**src/rtl/bus_hs_pkg.sv**
```systemverilog
// Shared definitions for the valid/ready bus handshake blocks.
package bus_hs_pkg;

  localparam int DATA_W        = 3;
  localparam int FRAME_LEN_DEF = 5;

  typedef logic [DATA_W-1:0] bus_word_t;

endpackage

```
**src/rtl/sync_fifo.sv**
```systemverilog
// Single-clock FIFO with registered occupancy; head is the raw entry at the read pointer.
module sync_fifo
  import bus_hs_pkg::*;
#(
  parameter int DATA_W = bus_hs_pkg::DATA_W,
  parameter int DEPTH  = 4
) (
  input  logic                     sys_clk,
  input  logic                     rst,
  input  logic                     push,
  input  logic                     pop,
  input  logic [DATA_W-1:0]        wr_data,
  output logic                     full,
  output logic                     empty,
  output logic [$clog2(DEPTH):0]   count,
  output logic [DATA_W-1:0]        head
);

  localparam int PTR_W = $clog2(DEPTH);
  localparam logic [PTR_W:0] FULL_CNT = (PTR_W+1)'(DEPTH);

  logic [DATA_W-1:0] mem [DEPTH];
  logic [PTR_W-1:0]  wr_ptr;
  logic [PTR_W-1:0]  rd_ptr;
  logic              do_push;
  logic              do_pop;

  assign full    = (count == FULL_CNT);
  assign empty   = (count == '0);
  assign do_push = push && !full && !rst;
  assign do_pop  = pop && !empty;
  assign head    = mem[rd_ptr];

  // Pointers wrap naturally at DEPTH since DEPTH is a power of two.
  always_ff @(posedge sys_clk) begin
    if (rst) begin
      wr_ptr <= '0;
      rd_ptr <= '0;
      count  <= '0;
    end else begin
      if (do_push) wr_ptr <= wr_ptr + 1'b1;
      if (do_pop)  rd_ptr <= rd_ptr + 1'b1;
      case ({do_push, do_pop})
        2'b10:   count <= count + 1'b1;
        2'b01:   count <= count - 1'b1;
        default: count <= count;
      endcase
    end
  end

  always_ff @(posedge sys_clk) begin
    if (do_push) mem[wr_ptr] <= wr_data;
  end

endmodule

```
**src/rtl/bus_slave_rx.sv**
```systemverilog
// Valid/ready bus receiver: buffers beats in a FIFO, counts beats and frames,
// and flags a master that drops or changes a stalled beat.
module bus_slave_rx
  import bus_hs_pkg::*;
#(
  parameter int DATA_W    = bus_hs_pkg::DATA_W,
  parameter int DEPTH     = 4,
  parameter int FRAME_LEN = FRAME_LEN_DEF,
  parameter int CNT_W     = 16
) (
  input  logic              sys_clk,
  input  logic              rst,
  input  logic              valid,
  input  logic [DATA_W-1:0] data,
  output logic              ready,
  output logic              out_valid,
  output logic [DATA_W-1:0] out_data,
  input  logic              out_ready,
  output logic [CNT_W-1:0]  beat_cnt,
  output logic              frame_done,
  output logic              proto_err
);

  localparam int FC_W = (FRAME_LEN > 1) ? $clog2(FRAME_LEN) : 1;
  localparam logic [FC_W-1:0] FRAME_LAST = FC_W'(FRAME_LEN - 1);

  logic                    rst_q;
  logic                    fifo_full;
  logic                    fifo_empty;
  logic [$clog2(DEPTH):0]  fifo_count;
  logic [DATA_W-1:0]       fifo_head;
  logic                    accept;
  logic                    drain;
  logic [FC_W-1:0]         frame_cnt;
  logic                    stall_q;
  logic [DATA_W-1:0]       stall_data;

  // rst_q holds ready low for the first cycle after reset is released.
  assign ready     = !(rst || rst_q || fifo_full);
  assign out_valid = (fifo_count != '0);
  assign out_data  = fifo_empty ? '0 : fifo_head;
  assign accept    = valid && ready;
  assign drain     = out_valid && out_ready;

  sync_fifo #(
    .DATA_W (DATA_W),
    .DEPTH  (DEPTH)
  ) u_fifo (
    .sys_clk (sys_clk),
    .rst     (rst),
    .push    (accept),
    .pop     (drain),
    .wr_data (data),
    .full    (fifo_full),
    .empty   (fifo_empty),
    .count   (fifo_count),
    .head    (fifo_head)
  );

  always_ff @(posedge sys_clk) begin
    if (rst) begin
      rst_q      <= 1'b1;
      beat_cnt   <= '0;
      frame_cnt  <= '0;
      frame_done <= 1'b0;
      stall_q    <= 1'b0;
      stall_data <= '0;
      proto_err  <= 1'b0;
    end else begin
      rst_q      <= 1'b0;
      frame_done <= accept && (frame_cnt == FRAME_LAST);
      if (accept) begin
        beat_cnt  <= beat_cnt + 1'b1;
        frame_cnt <= (frame_cnt == FRAME_LAST) ? '0 : frame_cnt + 1'b1;
      end
      // A stalled beat must be held unchanged by the master on the next cycle.
      stall_q    <= valid && !ready;
      stall_data <= data;
      if (stall_q && (!valid || (data != stall_data))) proto_err <= 1'b1;
    end
  end

endmodule

```
**config.mk**
```make
export PLATFORM = sky130hd
export DESIGN_NAME = bus_slave_rx
export DESIGN_NICKNAME = d
export VERILOG_FILES = /design/src/rtl/bus_hs_pkg.sv /design/src/rtl/sync_fifo.sv /design/src/rtl/bus_slave_rx.sv
export SDC_FILE = /design/constraint.sdc
export NUM_CORES = 1
export LEC_CHECK = 0
export BUFFER_PORTS_ARGS = -buffer_cell sky130_fd_sc_hd__buf_2
export CAP_MARGIN = 20
export CORE_ASPECT_RATIO = 1.1
export CORE_MARGIN = 3
export CORE_UTILIZATION = 60
export CTS_BUF_LIST = sky130_fd_sc_hd__clkbuf_16
export DETAILED_ROUTE_END_ITERATION = 8
export PLACE_DENSITY_LB_ADDON = 0.25
export SLEW_MARGIN = 25
export SYNTH_ARGS = -nofsm -noshare
export SYNTH_HDL_FRONTEND = slang
export SYNTH_SLANG_ARGS = --single-unit
```
**constraint.sdc**
```tcl
create_clock -name sys_clk -period 7.91 [get_ports sys_clk]
set_clock_uncertainty 0.2 [all_clocks]
set_input_delay 0.791 -clock sys_clk [delete_from_list [all_inputs] [get_ports sys_clk]]
set_output_delay 0.791 -clock sys_clk [all_outputs]
set_load 0.01 [all_outputs]
```
==> results.json <==
{
  "cts_root_buf": "clkbuf_16",
  "htreeDepth": 2,
  "synth.area.top_cells": "dfxtp_1, edfxtp_1, ha_1",
  "synth_area_sq_um": 2010,
  "diodes": 0,
  "r2r_start": "u_fifo.count[2]$_SDFFE_PP0P_",
  "setup_tns_ns": 0,
  "cpPeakStageDelay_ns": 0.53,
  "cts_buffer_depth": 2,
  "clkLatencyLatePin_ns": 0.29,
  "drtIter0Drc": 99,
  "worst_pin_slew_ns": 0.773,
  "gp_congestion": 0.893,
  "fp-row-count": 21,
  "grt-ovfl-total": 0,
  "grt_usage_pct": 21.9,
  "cp_num_buf_inv": 3,
  "grt_pass1_vias": 1402,
  "mostFrequentLayoutCells": "dfxtp_1, buf_2, nor2_1",
  "remaining_drc_errors": 0,
  "worstHoldStart": "beat_cnt[15]$_SDFFE_PP0P_",
  "cellLeakagePower_nw": 0.936,
  "cp_data_arrival_time_ns": 3.42,
  "area_growth_pct": 15.7,
  "first_pass_iters": 4,
  "finalMaxSlewViolations": 0,
  "fin_util_pct": 74.4,
  "crit_chain": "buf_2 -> or3b_1 -> nor2_1 -> inv_1 -> ha_1 -> inv_1 -> fa_1 -> xor2_1 -> or3_1 -> a21oi_1",
  "hold_buffers": 0,
  "synth.distinct_cells": 33,
  "worstSetupEndpointType": "flop",
  "max-vdd-ir-drop_mv": 0.212,
  "die_h_um": 66.7,
  "cap_violations": 0,
  "slew_headroom_pct": 48.0,
  "cts_resized": 0,
  "cp_max_fo": 36,
  "min_to": "beat_cnt[15]$_SDFFE_PP0P_",
  "r2r-end": "u_fifo.count[2]$_SDFFE_PP0P_",
  "rsz0062_at_grt": "false",
  "synth_warnings": 0,
  "min_period_ns": 3.40,
  "core_area_sq_um": 3130,
  "outcome": "completed",
  "clkSinkCount": 47,
  "avgSynthCellArea_sq_um": 10.6,
  "worstRegToRegCells": 9,
  "finalCritPeriodShare_pct": 43.0,
  "min_path_type": "reg -> reg",
  "routedWlPerCell_um": 14.9,
  "num_vias": 1458,
  "synthCells": 190,
  "post-cts-setup-buffers": 0,
  "critPathLaunchType": "input pin",
  "ys_seq_area_share_pct": 52.8,
  "crit_slowest_cell": "or3b_1",
  "cp_top_family": "simple AND/OR/NAND/NOR gates",
  "hold_violations": 0,
  "antenna_found_initial": 0,
  "synth_seq_cells": 47,
  "layout_commonest_cell": "dfxtp_1",
  "nNetsFinal": 235,
  "grt_max_degree": 37,
  "numPortBuffers": 29,
  "clk_pin_slew_worst_paths_ns": 0.06,
  "die_area_sq_um": 4080,
  "r2r_slack_ns": 5.01,
  "hold_depth": 1,
  "path_class": "in -> reg",
  "wirelength_mm": 3.79,
  "yosys.area.top_type": "dfxtp_1",
  "die_w_um": 61.2,
  "fin_cells": 254,
  "cts_tree": "yes",
  "dp_hpwl_mm": 2.75,
  "cpMostUsedCell": "inv_1",
  "max_freq_mhz": 294,
  "cts_made_buffers": 5,
  "start_util_pct": 64.3,
  "p_per_area_nw_per_um2": 254,
  "cp-startpoint": "rst",
  "drive_above_1_share_pct": 18.6,
  "ant_nets": 0,
  "syn_nets": 206,
  "grt_pass1_wl_mm": 6.38,
  "yosysTopAreaCellShare_pct": 34.8,
  "setup_viol": 0,
  "vias_per_cell": 5.74,
  "worstPathRequired_ns": 7.93,
  "placed_cells": 246,
  "io_pins": 30
}
==> stage by stage <==
step	power (mW)	instance area [sq um]	setup WS, ns	hold WS (ns)
floorplan	0.341	2010	4.77	0.233
global placement	0.360	2160	4.41	0.239
detailed placement	0.368	2160	4.24	0.250
CTS	0.600	2330	4.54	0.277
global route	0.620	2330	4.28	0.296
finish	0.592	2330	4.51	0.273
==> metal layers <==
layer	global-route usage [%]	vias up	part of all wire [%]
li1	-	715	-
met1	24.8	705	41
met2	36.8	32	52
met3	7.56	6	5.2
met4	8.94	0	1.8
met5	0	-	0
==> synth_stat cells (all sizes together) <==
cell type,n
or3,6
and2,4
a21oi,11
inv,8
mux4,3
xnor2,11
clkbuf,4
and3,6
nand2b,4
nand3b,1
edfxtp,12
buf,3
or4,1
nand3,8
and4,1
dfxtp,35
nor4,3
nand2,9
nor2,18
o21ai,6
or3b,2
nor2b,3
nand4,6
nor3b,3
xor2,5
nor3,4
ha,8
fa,1
mux2i,4
==> registers in the layout, indices dropped and copies added, names as in the netlist, named ones only <==
| register | flops |
|---|---|
| proto_err | 1 |
| frame_done | 1 |
| frame_cnt | 3 |
| u_fifo.wr_ptr | 2 |
| u_fifo.mem | 12 |
| u_fifo.rd_ptr | 2 |
| u_fifo.count | 3 |
| stall_data | 3 |
| beat_cnt | 16 |
| stall_q | 1 |
| rst_q | 1 |
==> layout make-up <==
class	count	area [sq um]
Timing Repair Buffer	29	145
Clock inverter	3	38.8
Clock buffer	5	125
Inverter	8	30.0
Sequential cell	47	1060
Tap cell	34	42.5
Fill cell	221	801
Multi-Input combinational cell	128	883
==> kinds of logic after synthesis <==
logic type,after synthesis,share of synthesized area [%]
fa+ha+maj,9,5.97
xor+xnor,16,6.97
buf+inv,15,3.30
compound gates,17,4.23
mux,7,5.35
simple gates,79,21.4
flops,47,52.8
==> power by group <==
group          internal [mW]  leakage, nW  switching (mW)
sequential             0.259        0.393          0.0146
clock                  0.147       0.0812          0.0815
combinational         0.0412        0.462          0.0482
total                  0.448        0.936           0.144
==> worst max-delay path by stage <==
stage,to,depth (start not counted)
6_report,u_fifo.count[2]$_SDFFE_PP0P_,10
5_1_grt,u_fifo.count[2]$_SDFFE_PP0P_,10
4_1_cts,u_fifo.count[2]$_SDFFE_PP0P_,10
3_5_place_dp,u_fifo.count[2]$_SDFFE_PP0P_,10
3_3_place_gp,u_fifo.count[2]$_SDFFE_PP0P_,10
2_1_floorplan,u_fifo.count[2]$_SDFFE_PP0P_,11
No activity file was read; power rests on OpenSTA's default activity.
